===== src/rtl/alu_pipe.sv =====
// alu_pipe: signed fixed-point ALU with single-cycle ops, an iterative restoring
// divider that back-pressures via o_busy, and a bank of wide per-index accumulators.
module alu_pipe #(
  parameter int unsigned INST_W    = 4,
  parameter int unsigned INT_W     = 6,
  parameter int unsigned FRAC_W    = 10,
  parameter int unsigned DATA_W    = INT_W + FRAC_W,
  parameter int unsigned ACC_DEPTH = 16,
  parameter int unsigned ACC_W     = 2 * DATA_W
) (
  input  logic              i_clk,
  input  logic              i_rst_n,
  input  logic              i_in_valid,
  output logic              o_busy,
  input  logic [INST_W-1:0] i_inst,
  input  logic [DATA_W-1:0] i_data_a,
  input  logic [DATA_W-1:0] i_data_b,
  output logic              o_out_valid,
  output logic [DATA_W-1:0] o_data,
  output logic              o_flag
);
  localparam int unsigned IDX_W = $clog2(ACC_DEPTH);
  localparam int unsigned DIV_W = DATA_W + FRAC_W;
  localparam int unsigned CNT_W = $clog2(DIV_W + 1);
  // Wide enough to hold every pre-clamp value without overflow.
  localparam int unsigned SAT_W = ((ACC_W > DIV_W) ? ACC_W : DIV_W) + 2;

  localparam logic [INST_W-1:0] OpAdd    = INST_W'(0);
  localparam logic [INST_W-1:0] OpSub    = INST_W'(1);
  localparam logic [INST_W-1:0] OpMul    = INST_W'(2);
  localparam logic [INST_W-1:0] OpAcc    = INST_W'(3);
  localparam logic [INST_W-1:0] OpDiv    = INST_W'(4);
  localparam logic [INST_W-1:0] OpXor    = INST_W'(5);
  localparam logic [INST_W-1:0] OpAsr    = INST_W'(6);
  localparam logic [INST_W-1:0] OpRotl   = INST_W'(7);
  localparam logic [INST_W-1:0] OpClz    = INST_W'(8);
  localparam logic [INST_W-1:0] OpAccClr = INST_W'(9);

  localparam logic signed [SAT_W-1:0] MulRnd = SAT_W'(1) << (FRAC_W - 1);
  localparam logic [DATA_W:0] SatMax = {1'b1, 1'b0, {(DATA_W - 1){1'b1}}};
  localparam logic [DATA_W:0] SatMin = {1'b1, 1'b1, {(DATA_W - 1){1'b0}}};

  typedef enum logic [0:0] {StIdle, StDivRun} state_e;

  // Returns {flag, value}; flag set when the clamp changed the value.
  function automatic logic [DATA_W:0] sat(input logic signed [SAT_W-1:0] v);
    logic signed [SAT_W-1:0] max_v, min_v;
    max_v = {{(SAT_W - DATA_W + 1){1'b0}}, {(DATA_W - 1){1'b1}}};
    min_v = {{(SAT_W - DATA_W + 1){1'b1}}, {(DATA_W - 1){1'b0}}};
    if (v > max_v)      return SatMax;
    else if (v < min_v) return SatMin;
    else                return {1'b0, v[DATA_W-1:0]};
  endfunction

  function automatic logic signed [SAT_W-1:0] sx(input logic [DATA_W-1:0] v);
    return {{(SAT_W - DATA_W){v[DATA_W-1]}}, v};
  endfunction

  state_e              state_q;
  logic                busy_q, valid_q, flag_q;
  logic [DATA_W-1:0]   data_q;
  logic [CNT_W-1:0]    cnt_q;
  logic [DATA_W-1:0]   div_rem_q, div_den_q;
  logic [DIV_W-1:0]    div_quo_q;
  logic                div_neg_q;
  logic [ACC_W-1:0]    acc_q [ACC_DEPTH];

  logic signed [DATA_W-1:0]   a_s, b_s, asr_v;
  logic signed [2*DATA_W-1:0] prod;
  logic signed [SAT_W-1:0]    mul_t, mul_r, acc_ext, div_val;
  logic signed [ACC_W-1:0]    acc_new;
  logic [IDX_W-1:0]           acc_idx;
  logic [31:0]                rot_amt;
  logic [DATA_W-1:0]          clz, abs_a, abs_b;
  logic [DATA_W:0]            op_res, div_res, rem_sh, rem_diff;
  logic [DATA_W-1:0]          rem_d;
  logic [DIV_W-1:0]           quo_d;
  logic                       acc_we;
  logic [ACC_W-1:0]           acc_wdata;

  // Single-cycle datapath, evaluated on the request operands.
  always_comb begin
    a_s       = i_data_a;
    b_s       = i_data_b;
    prod      = a_s * b_s;
    mul_t     = {{(SAT_W - 2 * DATA_W){prod[2*DATA_W-1]}}, prod} + MulRnd;
    mul_r     = mul_t >>> FRAC_W;
    acc_idx   = i_data_a[IDX_W-1:0];
    acc_new   = acc_q[acc_idx] + {{(ACC_W - DATA_W){i_data_b[DATA_W-1]}}, i_data_b};
    acc_ext   = {{(SAT_W - ACC_W){acc_new[ACC_W-1]}}, acc_new};
    asr_v     = a_s >>> i_data_b;
    rot_amt   = 32'(i_data_b) % DATA_W;
    clz       = DATA_W'(DATA_W);
    for (int i = 0; i < DATA_W; i++) begin
      if (i_data_a[i]) clz = DATA_W'(DATA_W - 1 - i);
    end
    op_res    = '0;
    acc_we    = 1'b0;
    acc_wdata = '0;
    case (i_inst)
      OpAdd:  op_res = sat(sx(i_data_a) + sx(i_data_b));
      OpSub:  op_res = sat(sx(i_data_a) - sx(i_data_b));
      OpMul:  op_res = sat(mul_r);
      OpAcc: begin
        op_res    = sat(acc_ext);
        acc_we    = 1'b1;
        acc_wdata = acc_new;
      end
      OpXor:  op_res = {1'b0, i_data_a ^ i_data_b};
      OpAsr:  op_res = (32'(i_data_b) >= DATA_W) ? {1'b0, {DATA_W{i_data_a[DATA_W-1]}}}
                                                 : {1'b0, asr_v};
      OpRotl: op_res = {1'b0, (i_data_a << rot_amt) | (i_data_a >> (DATA_W - rot_amt))};
      OpClz:  op_res = {1'b0, clz};
      OpAccClr: begin
        op_res = sat({{(SAT_W - ACC_W){acc_q[acc_idx][ACC_W-1]}}, acc_q[acc_idx]});
        acc_we = 1'b1;
      end
      OpDiv:  op_res = '0;
      default: op_res = {1'b1, {DATA_W{1'b0}}};
    endcase
  end

  // Divider operand setup and one restoring step.
  always_comb begin
    abs_a    = i_data_a[DATA_W-1] ? (~i_data_a + DATA_W'(1)) : i_data_a;
    abs_b    = i_data_b[DATA_W-1] ? (~i_data_b + DATA_W'(1)) : i_data_b;
    rem_sh   = {div_rem_q, div_quo_q[DIV_W-1]};
    rem_diff = rem_sh - {1'b0, div_den_q};
    rem_d    = rem_diff[DATA_W] ? rem_sh[DATA_W-1:0] : rem_diff[DATA_W-1:0];
    quo_d    = {div_quo_q[DIV_W-2:0], ~rem_diff[DATA_W]};
    div_val  = SAT_W'(quo_d);
    if (div_neg_q) div_val = -div_val;
    div_res  = sat(div_val);
    if (div_den_q == '0) div_res = div_neg_q ? SatMin : SatMax;
  end

  always_ff @(posedge i_clk or negedge i_rst_n) begin
    if (!i_rst_n) begin
      state_q   <= StIdle;
      busy_q    <= 1'b0;
      valid_q   <= 1'b0;
      data_q    <= '0;
      flag_q    <= 1'b0;
      cnt_q     <= '0;
      div_rem_q <= '0;
      div_den_q <= '0;
      div_quo_q <= '0;
      div_neg_q <= 1'b0;
      for (int i = 0; i < ACC_DEPTH; i++) acc_q[i] <= '0;
    end else begin
      valid_q <= 1'b0;
      data_q  <= '0;
      flag_q  <= 1'b0;
      case (state_q)
        StIdle: begin
          if (i_in_valid && (i_inst == OpDiv)) begin
            div_rem_q <= '0;
            div_quo_q <= {abs_a, {FRAC_W{1'b0}}};
            div_den_q <= abs_b;
            div_neg_q <= i_data_a[DATA_W-1] ^ i_data_b[DATA_W-1];
            cnt_q     <= '0;
            busy_q    <= 1'b1;
            state_q   <= StDivRun;
          end else if (i_in_valid) begin
            valid_q <= 1'b1;
            data_q  <= op_res[DATA_W-1:0];
            flag_q  <= op_res[DATA_W];
            if (acc_we) acc_q[acc_idx] <= acc_wdata;
          end
        end
        StDivRun: begin
          div_rem_q <= rem_d;
          div_quo_q <= quo_d;
          cnt_q     <= cnt_q + CNT_W'(1);
          if (cnt_q == CNT_W'(DIV_W - 1)) begin
            valid_q <= 1'b1;
            data_q  <= div_res[DATA_W-1:0];
            flag_q  <= div_res[DATA_W];
            busy_q  <= 1'b0;
            state_q <= StIdle;
          end
        end
        default: state_q <= StIdle;
      endcase
    end
  end

  assign o_busy      = busy_q;
  assign o_out_valid = valid_q;
  assign o_data      = data_q;
  assign o_flag      = flag_q;

endmodule


===== config.mk =====
export PLATFORM = sky130hd
export DESIGN_NAME = alu_pipe
export DESIGN_NICKNAME = d
export VERILOG_FILES = /design/src/rtl/alu_pipe.sv
export SDC_FILE = /design/constraint.sdc
export NUM_CORES = 2
export LEC_CHECK = 0
export CAP_MARGIN = 20
export CORE_MARGIN = 2
export CORE_UTILIZATION = 50
export CTS_CLUSTER_DIAMETER = 200
export DETAILED_ROUTE_END_ITERATION = 10
export GPL_ROUTABILITY_DRIVEN = 0
export PLACE_DENSITY = 0.74
export SLEW_MARGIN = 20
export SYNTH_ARGS = -nofsm -noshare
export SYNTH_HDL_FRONTEND = slang
export SYNTH_SLANG_ARGS = --single-unit

===== constraint.sdc =====
create_clock -name i_clk -period 6.1 [get_ports i_clk]
set_clock_uncertainty 0.15 [all_clocks]
set_input_delay 1.22 -clock i_clk [delete_from_list [all_inputs] [get_ports i_clk]]
set_output_delay 1.22 -clock i_clk [all_outputs]
set_load 0.02 [all_outputs]

==> results_dict.tcl <==
set metrics [dict create \
    startpoint "i_data_a[13]" \
    hold_viol 0 \
    firstDrtPassIters 7 \
    drt_iter0_drc 4287 \
    ant_nets 0 \
    synth_nets 5302 \
    root_buffer "clkbuf_16" \
    seq_area_frac_synth_pct 33.59 \
    endpoint_kind "flop" \
    rows 109 \
    fin_crit_sh_pct 123.6 \
    slew_viol_final 0 \
    ys_warn_count 0 \
    drive_gt1_share_pct 23.71 \
    clk_pin_slew_ns 0.07 \
    reg2reg_to "o_data[9]" \
    worstSetupPathType "in -> reg" \
    synth.most_common_cell "nand2_1" \
    grt_pass1_wl_um 227700 \
    max_slew_margin_pct 25.23 \
    power.leakage_nw 24.54 \
    antenna_found_initial 5 \
    reg2regPathDepth 17 \
    regToRegSetupSlack_ns 0.30 \
    grt_remaining_overflow 0 \
    grt_max_degree 143 \
    io_buffer_count 57 \
    period_needed_ns 7.539 \
    grt_pass1_vias 39880 \
    synthToLayoutAreaGrowth_pct 21.74 \
    final_nets 5736 \
    fmax_mhz 132.6 \
    synth_cell_type_count 96 \
    io_pins 58 \
    cap_violations 0 \
    synth_area_per_cell_um2 9.208 \
    fin_ws_ns -1.439 \
    fp.dieArea_mm2 0.09120 \
    die_h_um 302 \
    crit_arrival_ns 7.87 \
    crit_path_end "o_data[8]" \
    holdWs_ns 0.3255 \
    wirelength_um 148200 \
    hold_buffers 0 \
    track_usage_pct 32.28 \
    cts_tree "yes" \
    clockBufferDepth 3 \
    cts.sinks 596 \
    synth_top_area_cell "dfrtp_1" \
    setup_viol 17 \
    htreeDepth 2 \
    ys_top_cells_by_count "857 x nand2_1, 695 x o21ai_0, 596 x dfrtp_1" \
    grt_setup_unrepaired "true" \
    min_path_type "reg -> reg" \
    rr_startpoint "acc_q[0]" \
    worst_pin_slew_ns 1.112 \
    failed_checks "negative setup slack" \
    startpoint_type "input port" \
    routedWlPerCell_um 22.89 \
    clk_latency_ns 0.63 \
    synth_top_area_share_pct 33.59 \
    synthesis.area_mm2 0.04440 \
    fin_util_pct 61.26 \
    die_x_um 302 \
    vias 39800 \
    synth_area_leaders "dfrtp_1 34%, fa_1 12%, mux4_2 8.5%" \
    synthFlopType "dfrtp_1" \
    vdd_ir_drop_max_mv 1.366 \
    ys_ff_latch 596 \
    worstPathRequired_ns 6.44 \
    status "finished, violations left" \
    start_util_pct 50.32 \
    hpwl_um 100200 \
    numCtsBuffers 61 \
    core_area_mm2 0.08824 \
    viasPerCell 6.147 \
    p_per_area_mw_per_mm2 679.4 \
    crit_fanout 6 \
    drc 0 \
    synthCells 4822 \
    synthArstFlopShare_pct 100.0 \
    synth_edf_count 0 \
]
## metrics by stage
step                      instances  worst slack [ns]  total power [mW]  cell area, um^2  setup TNS [ns]
after floorplan                4822            -1.864             17.33            45080          -28.97
after global placement         6271            -2.558             25.88            50220         -105.26
after detailed placement       6271            -2.706             26.20            50220         -117.33
after CTS                      6452            -1.065             33.74            53690          -16.71
after global routing           6471            -1.590             38.55            54050          -25.40
final                          6474            -1.439             36.72            54060          -23.09
## where the power goes
group / total, mW / switching (mW) / internal [mW]
Clock: 3.80 / 1.62 / 2.18
Sequential: 4.50 / 0.311 / 4.19
Combinational: 28.4 / 15.1 / 13.3
Total: 36.7 / 17.0 / 19.7
## cells in the final DEF, fill, tap and decap left out, types with 64 or more instances in the layout
cell type and instances:
a21oi_1 159, buf_4 563, clkbuf_16 64, dfrtp_1 595, fa_1 244, ha_1 138, inv_1 359, mux4_2 167
nand2_1 837, nor2_1 210, o21ai_0 679, xnor2_1 76
## registers in the layout (all words and copies together), names as in the netlist
name and flops:
div_den_q 16, o_flag 1, div_quo_q 26, o_data 16, o_out_valid 1, o_busy 1, acc_q 512, cnt_q 5
state_q 1, div_rem_q 16, div_neg_q 1
## critical path, cell delays in order
cell             delay [ns]
clkdlybuf4s15_2        0.23
buf_6                  0.16
nand2_1                0.15
fa_1                   0.58
inv_1                  0.08
fa_1                   0.49
fa_1                   0.54
fa_1                   0.52
fa_1                   0.51
inv_1                  0.07
fa_1                   0.54
inv_1                  0.07
ha_4                   0.26
a21oi_4                0.15
o21ai_2                0.10
nor3_4                 0.21
nand3_4                0.16
a21boi_2               0.20
xor2_1                 0.31
nand3_2                0.14
o41ai_4                0.39
buf_6                  0.21
a211oi_2               0.08
o41ai_2                0.34
o2111ai_1              0.17
## final cells by class
cell class,instances,area (um^2)
Clock buffer,83,1749
Fill cell,6990,34180
Tap cell,1165,1458
Inverter,421,1642
Multi-Input combinational cell,3460,27540
Clock inverter,30,300.3
Antenna cell,3,7.507
Sequential cell,596,14920
Timing Repair Buffer,716,6445
## logic make-up after synthesis
logic type / Yosys count / synth area share, %
fa+ha+maj: 441 / 17.01
mux: 229 / 9.939
compound gates: 1216 / 16.01
simple gates: 1455 / 14.39
buf+inv: 766 / 6.698
flops: 596 / 33.59
xor+xnor: 119 / 2.364
## metal layers
metal / global-route usage, % / up-vias / part of all wire, %
li1: - / 17360 / -
met1: 41.35 / 19530 / 37
met2: 51.67 / 2321 / 46
met3: 7.369 / 580 / 11
met4: 16.47 / 6 / 6.3
met5: 0 / - / 0.025
## repair_timing
| action | CTS | global route |
|---|---|---|
| endpoints found under the setup margin | 19 | 112 |
| pin swaps | 159 | 75 |
| gates cloned | 8 | 3 |
| resized for setup | 311 | 53 |
| buffers inserted | 60 | 17 |
## how the worst min path moves through the flow
stage	from	end	depth (start not counted)
3_5_place_dp	acc_q[310]	acc_q[310]	2
2_1_floorplan	acc_q[160]	acc_q[160]	2
3_3_place_gp	acc_q[265]	acc_q[265]	2
6_report	acc_q[310]	acc_q[310]	2
4_1_cts	acc_q[310]	acc_q[310]	2
5_1_grt	acc_q[428]	acc_q[428]	2
(Power assumes the default switching activity.)
